==> config.mk <==
export PLATFORM = sky130hd
export DESIGN_NAME = generador_nonce_multi
export DESIGN_NICKNAME = d
export VERILOG_FILES = /design/src/rtl/generador_nonce_multi.sv
export SDC_FILE = /design/constraint.sdc
export NUM_CORES = 1
export LEC_CHECK = 0
export BUFFER_PORTS_ARGS = -buffer_cell sky130_fd_sc_hd__buf_2
export CORE_MARGIN = 2
export CORE_UTILIZATION = 58
export DETAILED_ROUTE_END_ITERATION = 6
export PLACE_DENSITY = 0.83
export SETUP_SLACK_MARGIN = 0.02
export SYNTH_ARGS = -nofsm -noshare
export SYNTH_HDL_FRONTEND = slang
export SYNTH_SLANG_ARGS = --single-unit
==> constraint.sdc <==
create_clock -name clk -period 4.55 [get_ports clk]
set_clock_uncertainty 0.2 [all_clocks]
set_input_delay 0.91 -clock clk [delete_from_list [all_inputs] [get_ports clk]]
set_output_delay 0.91 -clock clk [all_outputs]
set_load 0.005 [all_outputs]
==> src/rtl/generador_nonce_multi.sv <==
// generador_nonce_multi: splits the inclusive nonce range [nonce_ini, nonce_fin]
// across N_CH hash-core channels by striding (channel i issues nonce_ini+i,
// nonce_ini+i+N_CH, ...). Stops on the first hit, on exhaustion or on abort.
// Latency: channel i presents its first nonce the cycle after start; a
// handshake advances that channel by N_CH at the same edge. The run ends one
// edge after the last channel finishes, or at the edge that samples a hit.
// Backpressure: per-channel valid/ready; a stalled channel holds its nonce and
// valid and never stalls the other channels.
// Ports:
//   clk, reset_L            clock (rising edge) / async active-low reset
//   start, nonce_ini/fin    load a new range (honoured in IDLE or DONE only)
//   abort                   cancel the current run, back to IDLE, no done
//   ch_valid/ch_ready/ch_nonce  per-channel candidate handshake
//   hit, hit_nonce          per-channel match report (lowest index wins)
//   busy, done, found, found_nonce  run status and result
// Optional build macro NONCE_CNT_EN adds output intentos: a saturating 32-bit
// count of handshakes in the current run.
module generador_nonce_multi #(
  parameter int NONCE_W = 24,
  parameter int N_CH    = 4
) (
  input  logic                      clk,
  input  logic                      reset_L,
  input  logic                      start,
  input  logic [NONCE_W-1:0]        nonce_ini,
  input  logic [NONCE_W-1:0]        nonce_fin,
  input  logic                      abort,
  input  logic [N_CH-1:0]           ch_ready,
  output logic [N_CH-1:0]           ch_valid,
  output logic [N_CH*NONCE_W-1:0]   ch_nonce,
  input  logic [N_CH-1:0]           hit,
  input  logic [N_CH*NONCE_W-1:0]   hit_nonce,
  output logic                      busy,
  output logic                      done,
  output logic                      found,
  output logic [NONCE_W-1:0]        found_nonce
`ifdef NONCE_CNT_EN
  ,
  output logic [31:0]               intentos
`endif
);

  typedef enum logic [1:0] {
    S_IDLE = 2'd0,
    S_RUN  = 2'd1,
    S_DONE = 2'd2
  } state_t;

  // The stride is widened to NONCE_W+1 bits so that every sum keeps its carry;
  // a carry always compares greater than the zero-extended nonce_fin.
  localparam logic [NONCE_W:0] STRIDE = (NONCE_W+1)'(N_CH);

  state_t             state;
  logic [NONCE_W-1:0] cur [N_CH];
  logic [NONCE_W-1:0] fin_q;

  logic [NONCE_W:0]   load_sum [N_CH];
  logic [NONCE_W:0]   adv_sum  [N_CH];
  logic [N_CH-1:0]    hs;
  logic [NONCE_W-1:0] win_nonce;

  always_comb begin
    hs = ch_valid & ch_ready;
    for (int i = 0; i < N_CH; i++) begin
      load_sum[i] = {1'b0, nonce_ini} + (NONCE_W+1)'(i);
      adv_sum[i]  = {1'b0, cur[i]} + STRIDE;
    end
  end

  // Priority pick: scanning from the top down leaves the lowest asserted index.
  always_comb begin
    win_nonce = '0;
    for (int i = N_CH - 1; i >= 0; i--) begin
      if (hit[i]) win_nonce = hit_nonce[i*NONCE_W +: NONCE_W];
    end
  end

  always_comb begin
    ch_nonce = '0;
    for (int i = 0; i < N_CH; i++) begin
      ch_nonce[i*NONCE_W +: NONCE_W] = cur[i];
    end
  end

`ifdef NONCE_CNT_EN
  logic [31:0] hs_cnt;
  logic [32:0] cnt_sum;

  always_comb begin
    hs_cnt = '0;
    for (int i = 0; i < N_CH; i++) begin
      hs_cnt = hs_cnt + 32'(hs[i]);
    end
    cnt_sum = {1'b0, intentos} + {1'b0, hs_cnt};
  end

  always_ff @(posedge clk or negedge reset_L) begin
    if (!reset_L) begin
      intentos <= '0;
    end else if ((state != S_RUN) && start) begin
      intentos <= '0;
    end else if (state == S_RUN) begin
      intentos <= cnt_sum[32] ? 32'hFFFF_FFFF : cnt_sum[31:0];
    end
  end
`endif

  always_ff @(posedge clk or negedge reset_L) begin
    if (!reset_L) begin
      state       <= S_IDLE;
      busy        <= 1'b0;
      done        <= 1'b0;
      found       <= 1'b0;
      found_nonce <= '0;
      ch_valid    <= '0;
      fin_q       <= '0;
      for (int i = 0; i < N_CH; i++) cur[i] <= '0;
    end else begin
      done <= 1'b0;
      case (state)
        S_IDLE, S_DONE: begin
          if (start) begin
            state       <= S_RUN;
            busy        <= 1'b1;
            found       <= 1'b0;
            found_nonce <= '0;
            fin_q       <= nonce_fin;
            for (int i = 0; i < N_CH; i++) begin
              cur[i]      <= load_sum[i][NONCE_W-1:0];
              ch_valid[i] <= (load_sum[i] <= {1'b0, nonce_fin});
            end
          end
        end
        S_RUN: begin
          if (abort) begin
            state    <= S_IDLE;
            busy     <= 1'b0;
            ch_valid <= '0;
            for (int i = 0; i < N_CH; i++) cur[i] <= '0;
          end else if (|hit) begin
            // Handshakes in this cycle still count; the channels simply stop.
            state       <= S_DONE;
            busy        <= 1'b0;
            done        <= 1'b1;
            found       <= 1'b1;
            found_nonce <= win_nonce;
            ch_valid    <= '0;
          end else if (ch_valid == '0) begin
            state <= S_DONE;
            busy  <= 1'b0;
            done  <= 1'b1;
          end else begin
            for (int i = 0; i < N_CH; i++) begin
              if (hs[i]) begin
                if (adv_sum[i] <= {1'b0, fin_q}) cur[i] <= adv_sum[i][NONCE_W-1:0];
                else                             ch_valid[i] <= 1'b0;
              end
            end
          end
        end
        default: begin
          state <= S_IDLE;
          busy  <= 1'b0;
        end
      endcase
    end
  end

endmodule

Word-level counts from Yosys, hierarchy flattened. Index checks and enable logic that the tools add are counted.

Word-level logic and storage cells: 123. Output and inout bits: 127. Flip-flop bits (word level): 153. Bits of input ports: 156.

Add/subtract/negate cells: 7. Bitwise logic cells: 1. Mux-type cells: 52. Equal/unequal tests: 25. $lt $le $gt $ge: 8. Reductions and logical operators: 16.

Operator list (number): $mux 96 (4); $mux 24 (15); $pmux 96 s2 (1); $le 25x24->1 (7); $add 24x3->25 const B (4); $add 24x2->25 const B (2); $pmux 24 s2 (1); $ne 4x4->1 const B (10); $ne 3x3->1 const B (10); $add 24x1->25 const B (1); $le 24x24->1 (1); $reduce_and 6->1 (4); $reduce_and 5->1 (4); $mux 1 (19); $mux 4 (4); $mux 2 (4); $pmux 4 s2 (1); $ne 2x2->1 const B (3); $and 4x4->4 (1); $logic_not 4->1 (1); $pmux 1 s2 (2); $pmux 2 s2 (1); $reduce_and 2->1 (2); $reduce_and 4->1 (1); other kinds (6) (6).

Logic depth before layout (Yosys ltp). Gate-level depths: netlist of run 1.

Word-level depth: 8. Depth in mapped cells: 17. Depth with buffers taken out: 15.

Worst setup path after synthesis of run 1. Ideal clock, no wire load.

Path kind: flip-flop to flip-flop. From: reg cur (netlist bit ch_nonce[82]). To: reg cur (netlist bit ch_nonce[74]). Cell stages (with the launch flop): 15. Path buffers: 1. Period minus slack after synthesis: 3911 ps. Data arrival time: 3586 ps. Required time: 4225 ps. Library setup time: 125 ps. Slack: 639 ps. Path through: dfrtp_1 clkbuf_1 nand3_1 nor3_1 nand4_1 or2_2 xnor2_1 ha_1 a21o_1 a21oi_1 o221ai_1 nand2b_1 or4b_4 nand3_4 mux2_4.

Longest elaborated chain between the ends: 4.

Ends and longest elaborated chain: start, declared (RTL line 54) `logic [NONCE_W-1:0] cur [N_CH];`; start signal, assigned by index (RTL line 129) `cur[i] <= load_sum[i][NONCE_W-1:0];`; start signal, assigned by index (RTL line 155) `if (adv_sum[i] <= {1'b0, fin_q}) cur[i] <= adv_sum[i][NONCE_W-1:0];`; $add 24x3->25 (RTL line 66) `adv_sum[i] = {1'b0, cur[i]} + STRIDE;`; $le 25x24->1 (RTL line 155); $ne 3x3->1 (no line); $reduce_and 6->1 (no line).

Every way passes these cells. A chain may end at the register's enable or synchronous reset.

Worst setup path in the final report of run 1.
From: reg cur (netlist bit ch_nonce[29]). To: reg cur (netlist bit ch_nonce[40]).

Longest elaborated chain between the ends: 7. Elaborated cells between the ends (all ways): 10. Classes of those cells: add/sub (1); order compare (1); eq/ne (1); mux (6); reduce/logical (1).

Ends and longest elaborated chain (RTL line): $add 24x3->25 * (66); branches (longest 6 deep; another with $le 25x24->1).

Every way passes the cells marked *. The select of a mux whose other input is x is not followed.

==> impl_metrics.py, run 1 <==
metrics = {
    "outcome": {
        "status": "finished, violations left",
        "violations": "DRC",
    },
    "setup_path": {
        "end_kind": "register",
        "cp_common_cell": "nand3_1",
        "max_stage_delay_ns": 0.54,
        "crit_required_ns": 4.71,
        "r2r_slack_ns": 0.16,
        "r2r-start": "ch_nonce[29]$_DFFE_PN0P_",
        "crit_fanout": 7,
        "reg2reg_to": "ch_nonce[40]$_DFFE_PN0P_",
        "r2r_cells": 15,
        "path_cells": "nand4_1 > or3_1 > nor2_2 > nand3_1 > nor2_1 > xor2_1 > ha_1 > nand3_1 > nor4_4 > nand2_1 > a211o_1 > a21o_1 > o21ai_4 > buf_4 > mux2i_1",
        "path_class": "reg2reg",
        "crit_slowest_cell": "or3_1",
        "arrival_ns": 4.55,
        "crit_start": "ch_nonce[29]$_DFFE_PN0P_",
        "startpoint_type": "register",
        "crit_end": "ch_nonce[40]$_DFFE_PN0P_",
    },
    "logic_synthesis": {
        "synth_top_family_by_area": "simple AND/OR/NAND/NOR gates",
        "async_flop_share_pct": 100,
        "synthAdderAreaFrac_pct": 16.6,
        "yosysTopAreaCell": "dfrtp_1",
        "syn_area_per_cell_um2": 8.33,
        "synth_xor_area_share_pct": 8.30,
        "synthSimpleGateAreaFrac_pct": 22.2,
        "synth_flop_cell": "dfrtp_1",
        "syn_nets": 2180,
        "ys_seq_area_share_pct": 25.0,
        "ys_top_cells_by_area": "dfrtp_1 (25%), ha_1 (17%), xnor2_1 (5.2%)",
        "ys_seq_elements": 152,
        "synth_top_area_share_pct": 25.0,
        "synthDistinctLibCells": 87,
        "syn-cell-area_um2": 15200,
        "ys_warn_count": 0,
        "muxShareOfSynthArea_pct": 2.87,
        "synth_enable_flop_cells": 0,
        "syn_inst": 1823,
        "synth-compound-area-share_pct": 19.9,
    },
    "drt": {
        "drtPass1Iterations": 7,
        "wl_um": 58400,
        "ant_nets": 0,
        "drc_errors": 14,
        "drt_iter0_drc": 2291,
        "wl_per_cell_um": 23.9,
        "vias": 16000,
        "viasPerCell": 6.53,
    },
    "placed_design": {
        "dp_slack_ns": -0.0541,
        "hpwl_um": 45300,
        "io_buffers": 282,
        "place.gp.congestion": 1.01,
    },
    "timing": {
        "finalCritPeriodShare_pct": 96.4,
        "period_needed_ns": 4.39,
        "slew-limit-headroom_pct": 34.9,
        "setup_viol": 0,
        "worst_slew_pin_slew_ns": 0.972,
        "fin_ws_ns": 0.162,
        "drv_slew": 0,
        "finalHoldViolations": 0,
        "clock.fmax_ghz": 0.228,
    },
    "clocking": {
        "insertion_delay_ns": 0.45,
        "cts_sinks": 152,
        "htree_levels": 4,
        "cts_root_buffer": "clkbuf_16",
        "cts_buffers": 17,
        "cts_hold_buf": 0,
        "cts.path.max_buffers": 2,
        "cts_tree": "done",
        "clk_pin_slew_ns": 0.07,
    },
    "final_layout": {
        "mostFrequentLayoutCell": "buf_2",
        "drive_gt1_share_pct": 21.8,
        "nNetsFinal": 2449,
        "final_cell_mix": "buf_2 (281), ha_1 (201), nand2_1 (155), dfrtp_1 (149), nor2_1 (134)",
        "fillCellCount": 2209,
        "area_delta_synth_final_pct": 17.1,
    },
    "grt": {
        "grt_pass1_vias": 15200,
        "grt_usage_pct": 41.2,
        "grt-ovfl-total": 0,
        "grt_pass1_wl_um": 87600,
        "grt_start_max_net_pins": 80,
        "antenna_found_initial": 5,
    },
    "pwr": {
        "finalPower_mw": 8.72,
        "ir_worst_vdd_uv": 245,
        "power_density_nw_per_um2": 490,
        "leakage_nw": 8.51,
    },
    "die": {
        "fp.coreArea_um2": 25900,
        "start_util_pct": 58.6,
        "io-pin-count": 283,
        "die_y_um": 166,
        "die_area_um2": 27500,
        "core.rowCount": 59,
        "die_width_um": 166,
    },
    "hold_path": {
        "hold_start": "found$_DFFE_PN0P_",
        "min_path_type": "reg2reg",
    },
    "flow_run": {
        "cap_violations": 0,
    },
}
layout make-up:
type	instances	area, µm²	share of cell area, %
inverter	88	330	1.86
clock buffer	18	439	2.47
sequential	152	3810	21.4
timing repair buffer	352	1960	11.0
antenna	5	12.5	0.0703
clock inverter	14	140	0.788
tap	335	419	2.36
multi-input combinational	1481	10700	60.1
registers in the layout, summed over array words and instances, names as in the netlist:
name	flops
ch_valid	4
found_nonce	24
fin_q	24
found	1
done	1
state	2
ch_nonce	95
busy	1
cells in the mapped netlist, types with 60 or more instances:
cell type / instances
nand2_1: 155
o21ai_0: 89
inv_1: 88
nand3_1: 110
ha_1: 201
nand4_1: 66
a21oi_1: 117
nor2_1: 138
clkbuf_1: 72
dfrtp_1: 152
a22oi_1: 60
xnor2_1: 91
power breakdown:
part	total [mW]	internal (mW)	leakage, nW	switching (mW)
logic	4.71	2.00	6.34	2.70
clock network	1.48	0.784	0.286	0.696
registers	2.53	1.82	1.88	0.704
total	8.72	4.61	8.51	4.11
how the worst min path moves through the flow:
stage	slack (ns)	endpoint	depth (start not counted)
floorplan	0.27	found$_DFFE_PN0P_	2
global placement	0.26	found$_DFFE_PN0P_	2
detailed placement	0.27	found$_DFFE_PN0P_	2
CTS	0.29	found$_DFFE_PN0P_	2
global route	0.31	found$_DFFE_PN0P_	2
finish	0.28	found$_DFFE_PN0P_	2
kinds of logic (layout without fill, tap and decap cells):
family / after synthesis / after routing
adder cells (fa/ha/maj): 201 / 201
AND/OR/NAND/NOR: 643 / 644
multiplexers: 36 / 36
flip-flops: 152 / 152
AO/OA/AOI/OAI: 456 / 456
other: 0 / 5
XOR/XNOR: 144 / 144
buffers and inverters: 191 / 472
critical path: cells and delay by family (launching register included):
kind,cells,cell delay (ns)
AOI/OAI and AO/OA,3,0.81
buffers and inverters,1,0.22
xor gates and xnor gates,1,0.10
muxes,1,0.21
DFF,1,0.45
and+or+nand+nor,8,2.01
adders and majority gates,1,0.28
routing by layer:
metal | track usage, % | routed length, µm | share of wire (%) | vias up
met5 | 0 | 0 | 0 | -
met4 | 22.0 | 3760 | 6.4 | 0
met3 | 8.41 | 6460 | 11 | 230
met2 | 66.1 | 26400 | 45 | 1109
met1 | 52.4 | 21800 | 37 | 7385
li1 | - | - | - | 7241
per-stage QoR:
| stage | instances | instance area [µm²] | TNS [ns] | utilization, % | hold slack (ns) |
|---|---|---|---|---|---|
| 2_1_floorplan | 1823 | 15200 | 0 | - | 0.271 |
| 3_3_place_gp | 2399 | 17100 | 0 | 65.9 | 0.256 |
| 3_5_place_dp | 2399 | 17100 | -0.133 | 65.9 | 0.269 |
| 4_1_cts | 2431 | 17600 | 0 | 68.1 | 0.287 |
| 5_1_grt | 2445 | 17800 | -0.00696 | 68.7 | 0.311 |
| 6_report | 2445 | 17800 | 0 | 68.7 | 0.284 |
repair_timing:
action,4_1_cts,5_1_grt
gates resized for setup,2,14
cloned,0,1
setup endpoints to repair,9,44
pin swaps,0,2
setup buffers,0,8
Power figures use the tool's default switching activity.
==> run 2, diff against run 1 <==
--- a/config.mk
+++ b/config.mk
@@ -8,6 +8,7 @@
 export BUFFER_PORTS_ARGS = -buffer_cell sky130_fd_sc_hd__buf_2
 export CORE_MARGIN = 2
 export CORE_UTILIZATION = 58
+export CTS_BUF_LIST = sky130_fd_sc_hd__clkbuf_16
 export DETAILED_ROUTE_END_ITERATION = 6
 export PLACE_DENSITY = 0.83
 export SETUP_SLACK_MARGIN = 0.02
==> run 2 against run 1 <==
Effect of this change:
- first-iteration DRC count is 7.0% lower
- total power barely moved
- the run still ends with DRC left
- non-clock buffer count is 1 higher
- via count hardly changed
- cell count about the same
- sequential share of layout area about the same
- critical path depth is the same
- worst setup slack worse by 0.033 ns
==> impl_metrics.py, run 2 (synthesized netlist as in run 1, its figures left out) <==
metrics = {
    "final_layout": {
        "final-instance-count-excl-fill": 2446,
        "nNetsFinal": 2450,
        "area_delta_synth_final_pct": 17.1,
        "largest_reg_flops": 95,
        "drive_gt1_share_pct": 21.7,
        "final_cell_mix": "buf_2 (281), ha_1 (201), nand2_1 (155), dfrtp_1 (149), nor2_1 (134)",
        "mostFrequentLayoutCell": "buf_2",
        "fin_area_um2": 17800,
    },
    "hold_path": {
        "whs_path_depth": 2,
        "min_path_type": "reg2reg",
        "min_to": "found$_DFFE_PN0P_",
        "hold_start": "found$_DFFE_PN0P_",
    },
    "die": {
        "io-pin-count": 283,
        "die_width_um": 166,
        "die_y_um": 166,
        "fp.coreArea_um2": 25900,
        "die_area_um2": 27500,
        "core.rowCount": 59,
        "start_util_pct": 58.6,
    },
    "grt": {
        "antenna_found_initial": 5,
        "grt_pass1_vias": 15200,
        "grt_pass1_wl_um": 87600,
        "grt_usage_pct": 41.2,
        "grt_start_max_net_pins": 80,
        "grt-ovfl-total": 0,
    },
    "drt": {
        "wl_per_cell_um": 23.9,
        "viasPerCell": 6.53,
        "drtPass1Iterations": 7,
        "drt_iter0_drc": 2131,
        "drc_errors": 1,
        "vias": 16000,
        "wl_um": 58400,
        "ant_nets": 0,
    },
    "clocking": {
        "htree_levels": 4,
        "cts_root_buffer": "clkbuf_16",
        "cts_sinks": 152,
        "cts_buffers": 17,
        "cts_hold_buf": 0,
        "cts_tree": "done",
        "clk_pin_slew_ns": 0.07,
        "cts.path.max_buffers": 2,
        "insertion_delay_ns": 0.45,
    },
    "setup_path": {
        "startpoint_type": "register",
        "r2r-start": "ch_nonce[29]$_DFFE_PN0P_",
        "crit_family": "simple AND/OR/NAND/NOR gates",
        "path_buf_inv": 1,
        "max_stage_delay_ns": 0.55,
        "crit_slowest_cell": "or3_1",
        "arrival_ns": 4.58,
        "crit_fanout": 7,
        "path_class": "reg2reg",
        "cp_common_cell": "nand3_1",
        "path_cells": "nand4_1 > or3_1 > nor2_2 > nand3_1 > nor2_1 > xor2_1 > ha_1 > nand3_1 > nor4_4 > nand2_1 > a211o_1 > a21o_1 > o21ai_4 > buf_4 > mux2i_1",
        "r2r_cells": 15,
        "r2r_slack_ns": 0.13,
        "reg2reg_to": "ch_nonce[40]$_DFFE_PN0P_",
        "end_kind": "register",
        "crit_required_ns": 4.71,
    },
    "pwr": {
        "comb_power_share_pct": 54.1,
        "finalPower_mw": 8.71,
        "intPower_mw": 4.60,
        "switching_power_mw": 4.11,
        "sequentialPowerShare_pct": 29.0,
        "switching_share_pct": 47.2,
        "power_frac_clock_pct": 16.8,
        "power_density_nw_per_um2": 490,
        "leakage_nw": 8.51,
        "ir_worst_vdd_uv": 245,
    },
    "timing": {
        "period_needed_ns": 4.42,
        "finalHoldViolations": 0,
        "setup_viol": 0,
        "worst_slew_pin_slew_ns": 0.998,
        "clock.fmax_ghz": 0.226,
        "finalCritPeriodShare_pct": 97.2,
        "drv_slew": 0,
        "slew-limit-headroom_pct": 33.2,
        "fin_ws_ns": 0.129,
    },
    "placed_design": {
        "dp_slack_ns": -0.0541,
        "placed_cells": 2399,
        "io_buffers": 282,
        "postPlaceCellArea_um2": 17100,
        "hpwl_um": 45300,
        "place.gp.congestion": 1.01,
    },
    "outcome": {
        "status": "finished, violations left",
        "violations": "DRC",
    },
    "flow_run": {
        "cap_violations": 0,
    },
}
run 2: how the worst max path moves through the flow:
stage | slack (ns) | cells after the start | from | to
3_3_place_gp | 0.03 | 13 | ch_nonce[52]$_DFFE_PN0P_ | ch_nonce[65]$_DFFE_PN0P_
6_report | 0.13 | 15 | ch_nonce[29]$_DFFE_PN0P_ | ch_nonce[40]$_DFFE_PN0P_
3_5_place_dp | -0.05 | 13 | ch_nonce[52]$_DFFE_PN0P_ | ch_nonce[65]$_DFFE_PN0P_
4_1_cts | 0.04 | 13 | ch_nonce[52]$_DFFE_PN0P_ | ch_nonce[69]$_DFFE_PN0P_
2_1_floorplan | 0.64 | 14 | ch_nonce[82]$_DFFE_PN0P_ | ch_nonce[74]$_DFFE_PN0P_
5_1_grt | -0.007 | 15 | ch_nonce[53]$_DFFE_PN0P_ | ch_nonce[56]$_DFFE_PN0P_
run 2: per-stage QoR:
stage	hold WS (ns)	utilization [%]	setup TNS [ns]
2_1_floorplan	0.271	-	0
3_3_place_gp	0.256	65.9	0
3_5_place_dp	0.269	65.9	-0.133
4_1_cts	0.287	68.1	0
5_1_grt	0.311	68.6	-0.00740
6_report	0.285	68.6	0
run 2: layer usage:
layer / global-route usage, % / vias up / wire [µm]
met3: 8.41 / 232 / 6100
li1: - / 7244 / -
met1: 52.4 / 7367 / 22000
met5: 0 / - / 0
met4: 22.0 / 0 / 3740
met2: 66.1 / 1124 / 26500
run 2: worst min-delay path, delay by kind of cell (launching register included):
family	cells	cell delay, ns
flops	1	0.34
simple gates	2	0.11
run 2: repair_timing:
| item | 4_1_cts | 5_1_grt |
|---|---|---|
| pin swaps | 0 | 2 |
| setup endpoints to repair | 9 | 44 |
| resized for setup | 2 | 14 |
| setup buffers | 0 | 9 |
| gates cloned | 0 | 1 |
run 2: layout make-up:
cell class	count	area, µm²
clock inverters	15	144
inverters	88	330
well taps	335	419
repair buffers	353	1960
diodes	5	12.5
multi-input cells	1481	10700
flip-flops and latches	152	3810
clock buffers	17	425
fillers	2209	8120
run 2: power groups by stage:
stage                     sequential [mW]  clock [mW]  combinational (mW)
after global routing                 2.59        1.52                5.14
after detailed placement             2.51           0                4.48
after global placement               2.48           0                4.37
final                                2.53        1.47                4.71
after floorplan                      2.38           0                2.92
after CTS                            2.50        1.46                4.52
==> run 3, diff against run 2 <==
--- a/config.mk
+++ b/config.mk
@@ -11,7 +11,9 @@
 export CTS_BUF_LIST = sky130_fd_sc_hd__clkbuf_16
 export DETAILED_ROUTE_END_ITERATION = 6
 export PLACE_DENSITY = 0.83
+export RECOVER_POWER = 100
 export SETUP_SLACK_MARGIN = 0.02
+export SKIP_CTS_REPAIR_TIMING = 1
 export SYNTH_ARGS = -nofsm -noshare
 export SYNTH_HDL_FRONTEND = slang
 export SYNTH_SLANG_ARGS = --single-unit
==> run 3 against run 2 <==
Effect of this change:
- the flow finishes with violations (capacitance limit, slew limit)
- worst setup slack worse by 0.081 ns
- sequential power about the same
- sequential cell count unchanged
- largest cell class unchanged
- highest routed layer unchanged
==> impl_metrics.py, run 3 (synthesized netlist as in run 1, its figures left out) <==
metrics = {
    "placed_design": {
        "place.gp.congestion": 1.01,
        "io_buffers": 282,
        "dp_slack_ns": -0.0541,
        "hpwl_um": 45300,
    },
    "timing": {
        "slew-limit-headroom_pct": -36.4,
        "period_needed_ns": 4.50,
        "drv_slew": 204,
        "setup_viol": 0,
        "finalCritPeriodShare_pct": 98.9,
        "finalHoldViolations": 0,
        "clock.fmax_ghz": 0.222,
        "fin_ws_ns": 0.0482,
        "worst_slew_pin_slew_ns": 2.05,
    },
    "drt": {
        "viasPerCell": 6.52,
        "vias": 15900,
        "wl_per_cell_um": 23.9,
        "ant_nets": 0,
        "wl_um": 58300,
        "drt_iter0_drc": 2172,
        "drtPass1Iterations": 7,
        "drc_errors": 0,
    },
    "clocking": {
        "cts_root_buffer": "clkbuf_16",
        "htree_levels": 4,
        "cts_buffers": 17,
        "cts_sinks": 152,
        "cts.path.max_buffers": 2,
        "cts_tree": "done",
        "clk_pin_slew_ns": 0.07,
        "insertion_delay_ns": 0.45,
    },
    "final_layout": {
        "mostFrequentLayoutCell": "buf_2",
        "nNetsFinal": 2450,
        "drive_gt1_share_pct": 17.4,
        "largest_reg_flops": 95,
        "final_core_util_pct": 67.9,
        "regArea_um2": 3810,
        "final_cell_mix": "buf_2 (213), ha_1 (201), nand2_1 (155), dfrtp_1 (150), nor2_1 (135)",
        "fillCellCount": 2279,
        "area_delta_synth_final_pct": 15.8,
        "multi_input_area_um2": 10600,
    },
    "pwr": {
        "intPower_mw": 4.48,
        "switching_share_pct": 47.8,
        "switching_power_mw": 4.10,
        "power_density_nw_per_um2": 488,
        "comb_power_share_pct": 53.5,
        "leakage_nw": 8.20,
        "power_frac_clock_pct": 17.0,
        "sequentialPowerShare_pct": 29.5,
        "ir_worst_vdd_uv": 244,
    },
    "outcome": {
        "status": "finished, violations left",
        "violations": "capacitance limit, slew limit",
    },
    "die": {
        "start_util_pct": 58.6,
        "io-pin-count": 283,
        "die_y_um": 166,
        "die_area_um2": 27500,
        "die_width_um": 166,
        "fp.coreArea_um2": 25900,
        "core.rowCount": 59,
    },
    "grt": {
        "antenna_found_initial": 5,
        "grt-ovfl-total": 0,
        "grt_start_max_net_pins": 80,
        "grt_pass1_vias": 15200,
        "grt_pass1_wl_um": 87700,
        "grt_usage_pct": 41.2,
    },
    "setup_path": {
        "arrival_ns": 4.62,
        "crit_required_ns": 4.67,
        "end_kind": "register",
        "startpoint_type": "register",
        "crit_fanout": 21,
        "path_class": "reg2reg",
    },
    "flow_run": {
        "cap_violations": 3,
    },
    "hold_path": {
        "min_path_type": "reg2reg",
    },
}
## run 3: cell count changes in the layout (fill, tap and decap cells not counted), sizes merged
cell / previous run / this run
buf: 353 / 269
clkbuf: 17 / 101
## run 3: worst max-delay path, stage by stage (launching register included)
cell	delay [ns]
dfrtp_1	0.47
or4_1	0.72
a21oi_1	0.64
or2_0	0.23
clkbuf_1	1.06
nor4_1	0.19
nor2_1	0.30
nand2_4	0.22
mux2_1	0.37
## run 3: through the flow
step	hold WS (ns)	cells	cell area, µm²	setup TNS (ns)	power (mW)
floorplan	0.271	1823	15200	0	5.30
global placement	0.256	2399	17100	0	6.86
detailed placement	0.269	2399	17100	-0.133	7.00
CTS	0.287	2431	17600	-0.207	8.47
global route	0.313	2446	17600	-0.0273	9.14
finish	0.286	2446	17600	0	8.59
## run 3: cell type report
type	instances	share of cell area, %
inverters	88	1.88
flip-flops and latches	152	21.6
well taps	335	2.38
diodes	5	0.0711
repair buffers	353	10.3
multi-input cells	1481	60.5
clock inverters	15	0.818
clock buffers	17	2.42
## run 3: final timing paths
kind / start / endpoint / slack (ns) / cells past startpoint
max in group asynchronous: reset_L / fin_q[13]$_DFFE_PN0P_ / 2.02 / 2
min: found$_DFFE_PN0P_ / found$_DFFE_PN0P_ / 0.29 / 2
max: ch_valid[1]$_DFFE_PN0P_ / ch_nonce[15]$_DFFE_PN0P_ / 0.05 / 8
min in group asynchronous: reset_L / ch_nonce[50]$_DFFE_PN0P_ / 0.81 / 1
max reg2reg: ch_valid[1]$_DFFE_PN0P_ / ch_nonce[15]$_DFFE_PN0P_ / 0.05 / 8
min reg2reg: found$_DFFE_PN0P_ / found$_DFFE_PN0P_ / 0.29 / 2
## run 3: layer usage
| metal | track usage [%] | up-vias | wire [µm] |
|---|---|---|---|
| met5 | 0 | - | 0 |
| met4 | 22.3 | 0 | 3650 |
| met3 | 8.29 | 218 | 6130 |
| met2 | 65.9 | 1041 | 26600 |
| met1 | 52.5 | 7446 | 22000 |
| li1 | - | 7238 | - |
## run 3: power groups by stage
stage | logic (mW) | clock network [mW] | registers, mW
finish | 4.59 | 1.46 | 2.53
global route | 5.02 | 1.52 | 2.60
CTS | 4.52 | 1.46 | 2.50
detailed placement | 4.48 | 0 | 2.51
global placement | 4.37 | 0 | 2.48
floorplan | 2.92 | 0 | 2.38
